<file path="config.mk">
export PLATFORM = sky130hd
export DESIGN_NAME = jtkiwi_vram_tdm
export DESIGN_NICKNAME = d
export VERILOG_FILES = /design/src/rtl/jtkiwi_vram_tdm.sv
export SDC_FILE = /design/constraint.sdc
export NUM_CORES = 1
export LEC_CHECK = 0
export CAP_MARGIN = 15
export CORE_MARGIN = 3
export CORE_UTILIZATION = 37
export CTS_BUF_LIST = sky130_fd_sc_hd__clkbuf_4 sky130_fd_sc_hd__clkbuf_8 sky130_fd_sc_hd__clkbuf_16
export CTS_CLUSTER_DIAMETER = 100
export DETAILED_ROUTE_END_ITERATION = 8
export PLACE_DENSITY = 0.8
export SETUP_SLACK_MARGIN = 0.2
export SLEW_MARGIN = 20
export SYNTH_ARGS = -nofsm -noshare
export SYNTH_HDL_FRONTEND = slang
export SYNTH_SLANG_ARGS = --single-unit
</file>
<file path="constraint.sdc">
create_clock -name clk -period 2.09 [get_ports clk]
set_input_delay 0.5225 -clock clk [delete_from_list [all_inputs] [get_ports clk]]
set_output_delay 0.5225 -clock clk [all_outputs]
set_load 0.02 [all_outputs]
</file>
<file path="src/rtl/jtkiwi_vram_tdm.sv">
// Time-division arbiter sharing one synchronous single-port VRAM between CH graphics channels and a CPU.
// Optional macro JTKIWI_TDM_STEAL_EN lets a waiting CPU access use graphics slots whose owner is idle.
module jtkiwi_vram_tdm #(
    parameter int CH    = 2,
    parameter int SPC   = 2,
    parameter int CPUS  = 1,
    parameter int AW    = 12,
    parameter int DW    = 16,
    parameter int RDLAT = 1
) (
    input  logic               clk,
    input  logic               rst,
    input  logic [CH*AW-1:0]   gfx_addr,
    input  logic [CH-1:0]      gfx_idle,
    output logic [CH-1:0]      gfx_cen,
    output logic [CH*DW-1:0]   gfx_data,
    output logic [CH-1:0]      gfx_dok,
    input  logic               cpu_cs,
    input  logic               cpu_rnw,
    input  logic [AW-1:0]      cpu_addr,
    input  logic [DW-1:0]      cpu_dout,
    input  logic [DW/8-1:0]    cpu_wmask,
    output logic [DW-1:0]      cpu_din,
    output logic               cpu_ok,
    output logic [AW-1:0]      ram_addr,
    output logic [DW-1:0]      ram_din,
    output logic [DW/8-1:0]    ram_we,
    input  logic [DW-1:0]      ram_dout
);

    localparam int L  = CH * SPC + CPUS;
    localparam int GS = CH * SPC;
    localparam int SW = (L > 1) ? $clog2(L) : 1;
    localparam int CW = (CH > 1) ? $clog2(CH) : 1;
    localparam int LW = (RDLAT > 1) ? $clog2(RDLAT) : 1;

    typedef enum logic [1:0] {StIdle, StWait, StRdWait, StDone} cpu_st_e;

    cpu_st_e           r_state, w_state_nxt;
    logic [SW-1:0]     r_slot, w_slot_nxt;
    logic              r_run;
    logic [CH-1:0]     r_gfx_cen;
    logic [CH*DW-1:0]  r_gfx_data;
    logic [CH-1:0]     r_gfx_dok;
    logic [RDLAT-1:0]  r_dl_vld;
    logic [CW-1:0]     r_dl_own [RDLAT];
    logic              r_supp;
    logic              r_used;
    logic [LW-1:0]     r_cnt;
    logic [DW-1:0]     r_cpu_din;
    logic              r_cpu_ok;

    logic              w_last, w_gfx_slot, w_owner_last;
    logic [CW-1:0]     w_owner;
    logic              w_steal_ok, w_slot_ok, w_issue, w_stolen;
    logic              w_push_pt, w_push;

    assign w_last     = (r_slot == SW'(L - 1));
    assign w_gfx_slot = (r_slot < SW'(GS));
    // Slot stays at 0 for the one idle cycle after reset so the first frame starts cleanly.
    assign w_slot_nxt = (!r_run || w_last) ? '0 : r_slot + 1'b1;

    always_comb begin
        w_owner      = '0;
        w_owner_last = 1'b0;
        for (int k = 0; k < CH; k++) begin
            if (r_slot >= SW'(k * SPC) && r_slot < SW'(k * SPC + SPC)) begin
                w_owner      = CW'(k);
                w_owner_last = (r_slot == SW'(k * SPC + SPC - 1));
            end
        end
    end

`ifdef JTKIWI_TDM_STEAL_EN
    assign w_steal_ok = r_run && w_gfx_slot && gfx_idle[w_owner];
`else
    logic w_unused_idle;
    assign w_unused_idle = ^gfx_idle;
    assign w_steal_ok    = 1'b0;
`endif

    assign w_slot_ok = !r_used && ((r_run && !w_gfx_slot) || w_steal_ok);
    assign w_stolen  = w_issue && w_gfx_slot;
    assign w_push_pt = r_run && w_gfx_slot && w_owner_last;
    assign w_push    = w_push_pt && !(r_supp || w_stolen);

    always_comb begin
        ram_addr = cpu_addr;
        if (w_gfx_slot && !w_stolen) ram_addr = gfx_addr[int'(w_owner) * AW +: AW];
    end

    assign ram_din  = cpu_dout;
    assign gfx_cen  = r_gfx_cen;
    assign gfx_data = r_gfx_data;
    assign gfx_dok  = r_gfx_dok;
    assign cpu_din  = r_cpu_din;
    assign cpu_ok   = r_cpu_ok;

    always_ff @(posedge clk) begin
        if (rst) begin
            r_slot    <= '0;
            r_run     <= 1'b0;
            r_gfx_cen <= '0;
        end else begin
            r_run  <= 1'b1;
            r_slot <= w_slot_nxt;
            for (int k = 0; k < CH; k++) r_gfx_cen[k] <= (w_slot_nxt == SW'(k * SPC));
        end
    end

    // Owner delay line: one entry per in-flight graphics read, aligned to RAM latency.
    always_ff @(posedge clk) begin
        if (rst) begin
            r_dl_vld   <= '0;
            for (int i = 0; i < RDLAT; i++) r_dl_own[i] <= '0;
            r_gfx_data <= '0;
            r_gfx_dok  <= '0;
            r_supp     <= 1'b0;
        end else begin
            r_dl_vld[0] <= w_push;
            r_dl_own[0] <= w_owner;
            for (int i = 1; i < RDLAT; i++) begin
                r_dl_vld[i] <= r_dl_vld[i-1];
                r_dl_own[i] <= r_dl_own[i-1];
            end
            for (int k = 0; k < CH; k++) begin
                r_gfx_dok[k] <= r_dl_vld[RDLAT-1] && (r_dl_own[RDLAT-1] == CW'(k));
                if (r_dl_vld[RDLAT-1] && (r_dl_own[RDLAT-1] == CW'(k)))
                    r_gfx_data[k*DW +: DW] <= ram_dout;
            end
            if (w_push_pt)     r_supp <= 1'b0;
            else if (w_stolen) r_supp <= 1'b1;
        end
    end

    always_ff @(posedge clk) begin
        if (rst) r_state <= StIdle;
        else     r_state <= w_state_nxt;
    end

    always_comb begin
        w_state_nxt = r_state;
        case (r_state)
            StIdle:   if (cpu_cs) w_state_nxt = StWait;
            StWait: begin
                if (!cpu_cs)        w_state_nxt = StIdle;
                else if (w_slot_ok) w_state_nxt = cpu_rnw ? StRdWait : StDone;
            end
            StRdWait: begin
                if (!cpu_cs)          w_state_nxt = StIdle;
                else if (r_cnt == '0) w_state_nxt = StDone;
            end
            StDone:   if (!cpu_cs) w_state_nxt = StIdle;
            default:  w_state_nxt = StIdle;
        endcase
    end

    always_comb begin
        w_issue = 1'b0;
        ram_we  = '0;
        if (r_state == StWait && cpu_cs && w_slot_ok) begin
            w_issue = 1'b1;
            if (!cpu_rnw) ram_we = cpu_wmask;
        end
    end

    always_ff @(posedge clk) begin
        if (rst) begin
            r_cnt     <= '0;
            r_cpu_din <= '0;
            r_cpu_ok  <= 1'b0;
            r_used    <= 1'b0;
        end else begin
            r_cpu_ok <= (r_state != StDone) && (w_state_nxt == StDone);
            if (r_run && w_last) r_used <= 1'b0;
            else if (w_issue)    r_used <= 1'b1;
            if (w_issue)
                r_cnt <= LW'(RDLAT - 1);
            else if (r_state == StRdWait && r_cnt != '0)
                r_cnt <= r_cnt - 1'b1;
            if (r_state == StRdWait && cpu_cs && r_cnt == '0) r_cpu_din <= ram_dout;
        end
    end

endmodule
</file>
==> summary.md <==
| Metric | Value |
|---|---|
| Status | `finished, violations left` |
| Failing checks | `negative setup slack` |
| Antenna diodes | `0` |
| Die W | `90.63 um` |
| DR vias/cell | `4.769` |
| Reg clk slew, reported paths | `0.07 ns` |
| Fill count | `595` |
| Syn nets | `404` |
| Residual DRC | `0` |
| FFs w/ async S/R, synth | `0` |
| Final WS setup | `-0.1061 ns` |
| Area grow syn2layout | `62.37%` |
| Mux share of post-synthesis cell area | `0.04533` |
| EDFF count, synth | `0` |
| Initial antenna violation count | `0` |
| Max-cap violations | `0` |
| Leakage power | `1.592 nW` |
| Placer Congestion | `0.7527` |
| Post-Synthesis Cells | `326` |
| Maximum number of pins on one net before global-route repair | `36` |
| Worst path max stage delay | `0.34 ns` |
| Setup violators final | `10` |
| Ys flop type | `dfxtp_1` |
| Buffers on Ports | `124` |
| Most frequent CP cell | `buf_6` |
| Total Routed Length | `7535 um` |
| Clock skew | `0.006853 ns` |
| Area leader, netlist | `dfxtp_1` |
| Initial core utilization | `0.3858` |
| Top cell type's share of synthesized area | `0.4835` |
| Tmin final | `2.196 ns` |
| HP Class | `reg -> reg` |
| Final TNS setup | `-0.5235 ns` |
| Complex-gate fraction of the synthesized area | `0.1350` |
| Detail Route Antenna Nets | `0` |
| Final Net Count | `519` |
| Max Transition Viols Final | `0` |
| DIE AREA | `8214 um^2` |
| #FFs+latches synth | `64` |
| FMAX | `455.3 MHz` |
| Core Area | `6869 um^2` |
| Kind of cell adding the most delay to the critical path | `buffers and inverters` |
| Rel. slew slack | `0.5237` |
| Hold slack | `0.4259 ns` |
| Skew-Pair Late Insertion Delay | `0.33 ns` |
| Critical path buffers and inverters | `4` |
| Number of buffers created by CTS | `9` |
| CP endpoint kind | `primary output` |
| CTS tree | `built` |
| Power Dens Cells | `622.5 nW/um^2` |
| H-Tree Depth | `3` |
| Overflow after GRT | `0` |
| Total via count in the routed design | `2585` |
| Sink Count | `64` |
| Syn Area/Cell | `8.129 um^2` |
| Vias in the first global route | `2541` |
| Die height | `90.63 um` |
| Synth Area in Adders | `0.009443` |
| Post-synthesis simple-gate area fraction | `0.2271` |
| Max FO, Critical Path | `6` |
| Cell row count | `30` |
| Root Driver | `clkbuf_8` |
| Largest cells by area after synthesis | `dfxtp_1 48%, nand2_1 16%, a21oi_1 9.3%` |
| First-pass GRT wire length | `12130 um` |
| HPWL after DPL | `5385 um` |
| Worst Path Required | `1.57 ns` |
| XOR/XNOR share of the synthesized area | `0.003305` |
| Wirelength per Cell | `13.90 um` |
| Deepest clock path buffer count | `2` |
| Unrepaired setup endpoints after global routing | `true` |
| Critical Path Source Type | `flip-flop` |
| Combinational family with the most area after synthesis | `simple AND/OR/NAND/NOR gates` |
| R2R setup slack | `0.60 ns` |
| Crit path arrival time | `1.67 ns` |
| Place WS | `-0.4524 ns` |
| Crit path cell chain | `buf_4 -> nor2_4 -> buf_6 -> buf_16 -> mux2i_4 -> o21ai_2 -> buf_6` |
| VDD IR max | `343.3 uV` |
| Share of cells above drive strength 1 | `0.1704` |
| Count leader, synth | `nand2_1` |
| Post-synth cell types | `35` |
| TritonRoute pass-1 iters | `4` |
| GRT Util Overall | `0.1822` |
| Worst path slowest cell | `dfxtp_1` |
| # IOs | `159` |
| Final Hold Fails | `0` |
| Commonest cells in the netlist | `110 x nand2_1, 64 x dfxtp_1, 49 x a21oi_1, 21 x buf_4` |
| Final Total Pwr | `2.678 mW` |
| Critical path type | `reg -> out` |
| Synth warn | `0` |
| Netlist Area Pre-Place | `2650 um^2` |
| Period utilisation layout | `1.051` |
| Sequential-to-total area share from yosys stat | `0.4835` |
| Worst-margin pin slew | `0.7145 ns` |
| Starting DRT DRC Count | `120` |
[state kept, by name, summed over array words and instances (netlist names)]
signal,flops
gfx_data,32
cpu_din,16
r_slot,3
gfx_cen,2
gfx_dok,2
r_state,2
cpu_ok,1
r_cnt,1
r_dl_own,1
r_dl_vld,1
r_run,1
r_supp,1
r_used,1
[what timing repair did]
action / in CTS / in global routing
endpoints found under the setup margin: 14 / 16
pin swaps: 11 / 4
hold buffers: 0 / 0
resized for setup: 93 / 13
setup buffers: 3 / 0
gates cloned: 1 / 0
[path summary, 6_finish.rpt]
check             startpoint     endpoint  cells past startpoint
hold reg to reg       r_supp     r_dl_vld                      1
hold / removal        r_supp     r_dl_vld                      1
setup / recovery   r_slot[1]  ram_addr[9]                      7
setup reg to reg   r_slot[2]    r_slot[2]                      4
[cell type report]
cell class	instances	area, um^2	share of cell area
Tap cell	96	120.1	0.02792
Multi-Input combinational cell	221	1259	0.2925
Sequential cell	64	1284	0.2983
Clock inverter	6	67.56	0.01570
Timing Repair Buffer	141	1420	0.3300
Clock buffer	10	137.6	0.03199
Inverter	4	15.01	0.003489
[cells by family after synthesis]
kind of cell | count (synthesis)
buf+inv | 41
simple gates | 139
mux | 12
flops | 64
compound gates | 67
xor+xnor | 1
fa+ha+maj | 2
[per-layer routing]
| layer | global-route usage | vias up | wire (um) |
|---|---|---|---|
| met5 | 0 | - | 0 |
| met4 | 0.05230 | 0 | 60 |
| met3 | 0.08333 | 6 | 718 |
| met2 | 0.3070 | 107 | 3819 |
| met1 | 0.2064 | 1187 | 2937 |
| li1 | - | 1285 | - |
[per-stage QoR]
step / cells / cell area, um^2 / util
CTS: 542 / 4238 / 0.6169
finish: 542 / 4303 / 0.6264
global placement: 522 / 3935 / 0.5729
detailed placement: 522 / 3935 / 0.5729
floorplan: 326 / 2684 / -
global route: 542 / 4303 / 0.6264
[cell usage in the layout (no fill, tap or decap), types with 2 or more instances in the layout]
master	count
nand2_1	110
clkdlybuf4s50_1	106
dfxtp_1	62
a21oi_1	49
buf_4	14
clkbuf_8	10
buf_6	10
o21ai_2	9
nor2_1	8
mux2i_4	5
mux2i_1	4
buf_2	4
mux2i_2	3
o21ai_1	3
inv_1	3
nand2b_1	3
buf_12	3
nor3b_2	2
nand3_1	2
nor2b_1	2
clkinvlp_4	2
dlymetal6s2s_1	2
dfxtp_2	2
[worst reg2reg max path: stages (launching register included)]
cell	delay [ns]
dfxtp_1	0.33
buf_4	0.33
or3b_2	0.51
nand3_1	0.14
nor2_1	0.07
[power by group]
group	internal (mW)	total (mW)	switching, mW	leakage, nW
Clock	0.587	1.07	0.486	0.0989
Combinational	0.212	0.366	0.154	0.975
Sequential	1.23	1.24	0.00703	0.518
(Power assumes the default switching activity.)
